File: src/rtl/fml_sram_responder.sv
// rtl/fml_sram_responder.sv - FML read-burst responder backed by an async 16-bit SRAM
// Fetches four words into a local buffer, then replays them as an acked four-beat burst.
module fml_sram_responder #(
    parameter int fml_depth   = 25,
    parameter int sram_aw     = 20,
    parameter int wait_states = 1
) (
    input  logic                 clk,
    input  logic                 rst,
    input  logic [fml_depth-1:0] fml_adr,
    input  logic                 fml_stb,
    output logic                 fml_ack,
    output logic [15:0]          fml_di,
    output logic [sram_aw-1:0]   sram_adr,
    input  logic [15:0]          sram_dq,
    output logic                 sram_ce_n,
    output logic                 sram_oe_n,
    output logic                 sram_we_n,
    output logic                 busy
);

    typedef enum logic [1:0] {IDLE, FETCH, ACK, BEAT} state_t;

    state_t                 r_state;
    state_t                 w_next;
    logic [sram_aw-1:2]     r_base;
    logic [1:0]             r_beat;
    logic [2:0]             r_wait;
    logic [15:0]            r_buf [4];
    logic                   r_fml_ack;
    logic [15:0]            r_fml_di;

    // Word address widened so it can be truncated or zero-extended to sram_aw alike.
    logic [fml_depth-2+sram_aw:0] w_word_ext;
    logic                         w_last_wait;
    logic                         w_unused_ok;

    assign w_word_ext  = {{sram_aw{1'b0}}, fml_adr[fml_depth-1:1]};
    assign w_last_wait = (r_wait == 3'(wait_states));
    assign w_unused_ok = &{1'b0, fml_adr[0], w_word_ext};

    always_comb begin
        w_next    = r_state;
        sram_adr  = '0;
        sram_ce_n = 1'b1;
        sram_oe_n = 1'b1;
        case (r_state)
            IDLE: begin
                if (fml_stb) w_next = FETCH;
            end
            FETCH: begin
                sram_adr  = {r_base, r_beat};
                sram_ce_n = 1'b0;
                sram_oe_n = 1'b0;
                if (w_last_wait && r_beat == 2'd3) w_next = ACK;
            end
            ACK: begin
                w_next = BEAT;
            end
            BEAT: begin
                if (r_beat == 2'd3) w_next = IDLE;
            end
            default: w_next = IDLE;
        endcase
    end

    always_ff @(posedge clk) begin
        if (rst) begin
            r_state   <= IDLE;
            r_base    <= '0;
            r_beat    <= '0;
            r_wait    <= '0;
            r_fml_ack <= 1'b0;
            r_fml_di  <= 16'h0;
            for (int i = 0; i < 4; i++) r_buf[i] <= 16'h0;
        end else begin
            r_state   <= w_next;
            r_fml_ack <= (r_state == ACK);
            r_fml_di  <= 16'h0;
            case (r_state)
                IDLE: begin
                    if (fml_stb) begin
                        r_base <= w_word_ext[sram_aw-1:2];
                        r_beat <= 2'd0;
                        r_wait <= 3'd0;
                    end
                end
                FETCH: begin
                    // Data is sampled on the last cycle of each access, address held stable throughout.
                    if (w_last_wait) begin
                        r_buf[r_beat] <= sram_dq;
                        r_beat        <= r_beat + 2'd1;
                        r_wait        <= 3'd0;
                    end else begin
                        r_wait <= r_wait + 3'd1;
                    end
                end
                ACK: begin
                    r_fml_di <= r_buf[0];
                    r_beat   <= 2'd1;
                end
                BEAT: begin
                    r_fml_di <= r_buf[r_beat];
                    r_beat   <= r_beat + 2'd1;
                end
                default: ;
            endcase
        end
    end

    assign fml_ack   = r_fml_ack;
    assign fml_di    = r_fml_di;
    assign sram_we_n = 1'b1;
    assign busy      = (r_state != IDLE);

endmodule

File: config.mk
export PLATFORM = sky130hd
export DESIGN_NAME = fml_sram_responder
export DESIGN_NICKNAME = d
export VERILOG_FILES = /design/src/rtl/fml_sram_responder.sv
export SDC_FILE = /design/constraint.sdc
export NUM_CORES = 1
export LEC_CHECK = 0
export ABC_CLOCK_PERIOD_IN_PS = 2100
export BUFFER_PORTS_ARGS = -buffer_cell sky130_fd_sc_hd__buf_2
export CAP_MARGIN = 20
export CORE_MARGIN = 5
export CORE_UTILIZATION = 40
export CTS_CLUSTER_DIAMETER = 200
export DETAILED_ROUTE_END_ITERATION = 10
export GPL_ROUTABILITY_DRIVEN = 1
export PLACE_DENSITY = 0.68
export SYNTH_ARGS = -nofsm -noshare
export SYNTH_HDL_FRONTEND = slang
export SYNTH_SLANG_ARGS = --single-unit
File: constraint.sdc
create_clock -name clk -period 2.1 [get_ports clk]
set_input_delay 0.21 -clock clk [delete_from_list [all_inputs] [get_ports clk]]
set_output_delay 0.21 -clock clk [all_outputs]
set_load 0.02 [all_outputs]
Word level (Yosys, flattened, before mapping)
Memory sizes are Yosys's and may differ from the RTL's. A register that Yosys moved wholly into a read port is not among the register bits.
Cells that the tools add are included.
{"block": "word_totals", "wordCells": 51, "input_bits": 44, "n_memories": 1, "register_bits": 42, "ram_bits": 64, "output_inout_bits": 41}
{"block": "op_classes", "n_eq_ne": 9, "reduce_logical": 9, "add_sub_neg": 2, "muxes": 24}
{"name": "r_buf", "words": 4, "word_bits": 16, "read_ports": 2, "rd_clocked_by_memory_dff": 1, "write_ports": 4, "line": "29", "rtl": "logic [15:0] r_buf [4];"}
{"cell": "16-bit one-hot mux with 2 select lines", "n": 1}
{"cell": "20-bit two-way mux", "n": 1}
{"cell": "16-bit two-way mux", "n": 1}
{"cell": "2-bit two-way mux", "n": 8}
{"cell": "2-bit one-hot mux with 4 select lines", "n": 2}
{"cell": "16-bit OR reduction", "n": 1}
{"cell": "1-bit two-way mux", "n": 8}
{"cell": "2-bit inequality test (second input constant)", "n": 4}
{"cell": "2-bit == test (second input constant)", "n": 3}
{"cell": "3-bit two-way mux", "n": 2}
{"cell": "3-bit one-hot mux with 2 select lines", "n": 1}
{"cell": "2-bit AND reduction", "n": 3}
{"cell": "2-bit nonzero test", "n": 2}
{"cell": "3-bit by 1-bit adder with 3-bit output (second input constant)", "n": 1}
{"cell": "3-bit by 1-bit == test with 1-bit output (second input constant)", "n": 1}
{"cell": "3-bit AND reduction", "n": 1}
{"cell": "2-bit by 1-bit adder with 2-bit output (second input constant)", "n": 1}
{"cell": "2-bit by 1-bit == test with 1-bit output (second input constant)", "n": 1}
{"cell": "2-bit logical NOT", "n": 1}
{"cell": "1-bit logical AND", "n": 1}

Depth between registers and ports, before layout
{"block": "depth", "ltp_word": 7, "mapped_depth": 8, "ltp_nobuf": 6}

Worst setup path after synthesis
Ideal clock, no wire load.
{"block": "synth_path", "path_type": "reg-to-reg", "start": "register r_state[0]", "end": "memory r_buf[0][0], enable pin", "n_path_buf": 1, "setup_slack_ns": -0.036, "t_arrival_ns": 1.802, "setup_ns": 0.334, "period_less_slack_ns": 2.136, "stages_incl_launch_ff": 7, "required_time_ns": 1.766, "path_cell_list": "dfxtp_1 ha_1 buf_2 inv_1 nor3_4 nor3b_4 or2_2"}
{"item": "start: declaration", "line": "24", "rtl": "state_t r_state;"}
{"item": "start signal: assignment", "line": "77", "rtl": "r_state <= w_next;"}
{"item": "end: declaration", "line": "29"}

==> metrics.csv <==
stage,metric,value,unit
clock_tree,cts hold-fix bufs,0,
power,Logic pwr share,0.231,
finish,Util after Layout,0.483,
finish,fill cell count,990,
clock_tree,CTS tree,yes,
sta,f_max,524,MHz
clock_tree,CTS buffer count,9,
sta,Slew Limit Headroom,0.576,
floorplan,Chip Width,117,microns
routing,Routed WL per cell,15.6,microns
routing,met1 wire length,3570,microns
synth,post-synthesis async set-or-reset flop share,0,
flow_run,max cap viols,0,
power,clock power share,0.306,
floorplan,Initial Utilization,0.404,
synth,post-synthesis compound-gate area fraction,0.0649,
setup_path,CP top delay family,simple AND/OR/NAND/NOR gates,
synth,synthesized cell area,4550,sq um
power,Reg power frac,0.463,
setup_path,CP max FO,11,
synth,Post-Synth XOR/XNOR Area,0.00385,
synth,#FFs+latches synth,108,
finish,final instance area,5450,sq um
setup_path,slowest cell delay on critical path,430,ps
synth,Most used DFF post-synth,edfxtp_1,
synth,net count after synthesis,404,
grt,largest net degree at the start of global routing,27,
synth,largest family of logic cells by synthesized area,simple AND/OR/NAND/NOR gates,
synth,Ys Warns,0,
clock_tree,CTS sink count,108,
synth,cell count after synthesis,355,
setup_path,Crit-path slowest cell,or3b_4,
clock_tree,clock buffer depth,2,
synth,commonest cells in the netlist,"and2_1 (79), edfxtp_1 (64), dfxtp_1 (44), nand2_1 (40), a21oi_1 (21)",
setup_path,crit-path cells,or3b_4 > nor3_4 > and3b_1 > or2_2 > buf_12,
placed_design,final weighted congestion in routability-driven placement,0.747,
setup_path,Crit. End Element,flop,
synth,adder-cell share of the synthesized area,0.0138,
floorplan,core area,11300,sq um
power,Leakage,2.25,nW
routing,Vias,2854,
placed_design,Port Buffers,76,
grt,global-route wire length before repair,14800,microns
clock_tree,H-tree Lvls,3,
power,Max VDD drop,0.635,mV
synth,sequential fraction of the synthesis area,0.616,
status,status,"finished, final reports clean",
finish,diodes inserted,0,
sta,Tcrit/Tclk final,0.908,
clock_tree,post-cts gate resize count,0,
floorplan,row cnt,39,
synth,Post-Synth Simple-Gate Area,0.187,
grt,initial antenna violation count,0,
sta,Worst Tran Pin Value,636,ps
routing,total wire length,9050,microns
clock_tree,clk_lat worst skew,350,ps
sta,endpoints failing setup,0,
routing,DRT Pass-1 Iters,4,
worst_hold_path,Hold Crit Class,input pin to flop,
synth,number of enable flip-flop cells after synthesis,64,
clock_tree,"CTS clk-pin slew, worst paths",70,ps
finish,register area,2800,sq um
setup_path,Bufs and invs on worst path,1,
routing,met3 routed WL,739,microns
floorplan,die footprint,13600,sq um
routing,vias per inst,4.90,
sta,RSZ-0062 raised after global routing,no,
routing,DRC,0,
setup_path,kind of critical path,flop to flop,
routing,met2 wire len,4600,microns
synth,synth top area cells,"edfxtp_1 (42%), dfxtp_1 (19%), and2_1 (11%), mux4_2 (7.9%), nand2_1 (3.3%)",
clock_tree,clk root buf,clkbuf_16,
floorplan,Die H,117,microns
clock_tree,post-CTS setup buffer count,0,
power,internal power,0.00391,W
grt,GRT Total Usage,0.145,
sta,clock skew,9.01,ps
finish,multi-input logic area,1620,sq um
placed_design,post-DP HPWL,6000,microns
finish,Area Growth Syn to Fin,19.7,%
routing,DRT antenna net count,0,
finish,layout net count,483,
floorplan,IO Pins,85,
power,Net Sw Power,0.00160,W
placed_design,Post-DP Area,5150,sq um
grt,grt ovf,0,
synth,most numerous cell in the Yosys netlist,and2_1,
sta,fin crit period,1910,ps
power,pwr/cell area,1010,nW/um^2
routing,Top Metal Used,met4,
setup_path,crit start category,flop,
synth,average instance area after synthesis,12.8,sq um
synth,post-synthesis mux area share,0.0858,
setup_path,Arrival @ worst endpoint,1970,ps
grt,vias in the first global route,2946,
synth,Synth top area share,0.422,
setup_path,required time of the critical path,2160,ps
sta,TNS Setup,0,ps
power,Switching Fraction,0.291,
sta,Final Hold Fails,0,
finish,layout cells sized above 1,0.310,
routing,DRT iter0 DRCs,177,
synth,Cell variety after synth,32,
synth,"area leader, netlist",edfxtp_1,
sta,"Slew Viols, Final",0,
-- per-layer routing --
layer,global-route usage,up-vias
li1,-,1397
met1,0.160,1354
met2,0.262,91
met3,0.0451,12
met4,0.0505,0
met5,0,-
-- logic make-up (layout without fill, tap and decap cells) --
logic type | Yosys count | count (layout)
and+or+nand+nor | 150 | 150
DFF | 108 | 108
AOI/OAI and AO/OA | 43 | 43
buffers and inverters | 27 | 111
muxes | 19 | 19
adders and majority gates | 5 | 5
xor gates and xnor gates | 2 | 2
other | 1 | 1
-- power groups by stage --
stage               Clock [W]  Combinational, W  Sequential [W]
floorplan                   0          0.000910         0.00261
global placement            0           0.00125         0.00259
detailed placement          0           0.00129         0.00260
CTS                   0.00174           0.00129         0.00255
global route          0.00183           0.00141         0.00257
finish                0.00169           0.00128         0.00255
-- stage by stage --
| step | power, W | setup slack, ps | hold WS (ps) | instances |
|---|---|---|---|---|
| floorplan | 0.00352 | 23.6 | 346 | 355 |
| global placement | 0.00384 | 245 | 437 | 566 |
| detailed placement | 0.00389 | 184 | 442 | 566 |
| CTS | 0.00558 | 180 | 83.1 | 582 |
| global route | 0.00582 | 79.9 | 93.5 | 582 |
| finish | 0.00551 | 193 | 100 | 582 |
-- cell usage in the layout, fill, tap and decap left out, types with 4 or more instances in the layout --
cell       Yosys  final
and2_1        79     79
buf_2          3     76
inv_1          4      4
buf_4          4     12
nor2_1        11     11
and2_2         6      6
ha_1           5      5
mux4_2        16     16
edfxtp_1      64     64
a22o_1        16     16
nand2_1       40     40
a21oi_1       21     21
dfxtp_1       44     44
clkbuf_16      0      9
nor2b_1        4      4
-- worst paths after layout --
path	startpoint	to	slack, ps	cells past startpoint
setup / recovery	r_wait[0]	r_buf[2][9]	190	5
hold reg to reg	r_base[6]	r_base[6]	450	2
setup reg to reg	r_wait[0]	r_buf[2][9]	190	5
hold / removal	fml_adr[5]	r_base[4]	100	3
-- tightest hold or removal path, cell delays in order --
cell	delay, ps
buf_2	100
nand2_1	40
a21oi_1	50
-- state kept, by name, summed over array words and instances (netlist names), named ones only --
register	cells
r_wait	3
r_beat	2
r_state	2
r_buf	64
fml_di	16
fml_ack	1
r_base	18
-- cell type report --
cell class              count  area share
clock inverters             6      0.0126
inverters                   4     0.00276
repair buffers             91      0.0974
well taps                 143      0.0329
multi-input cells         220       0.298
flip-flops and latches    108       0.515
clock buffers              10      0.0420
Power figures use the tool's default switching activity.
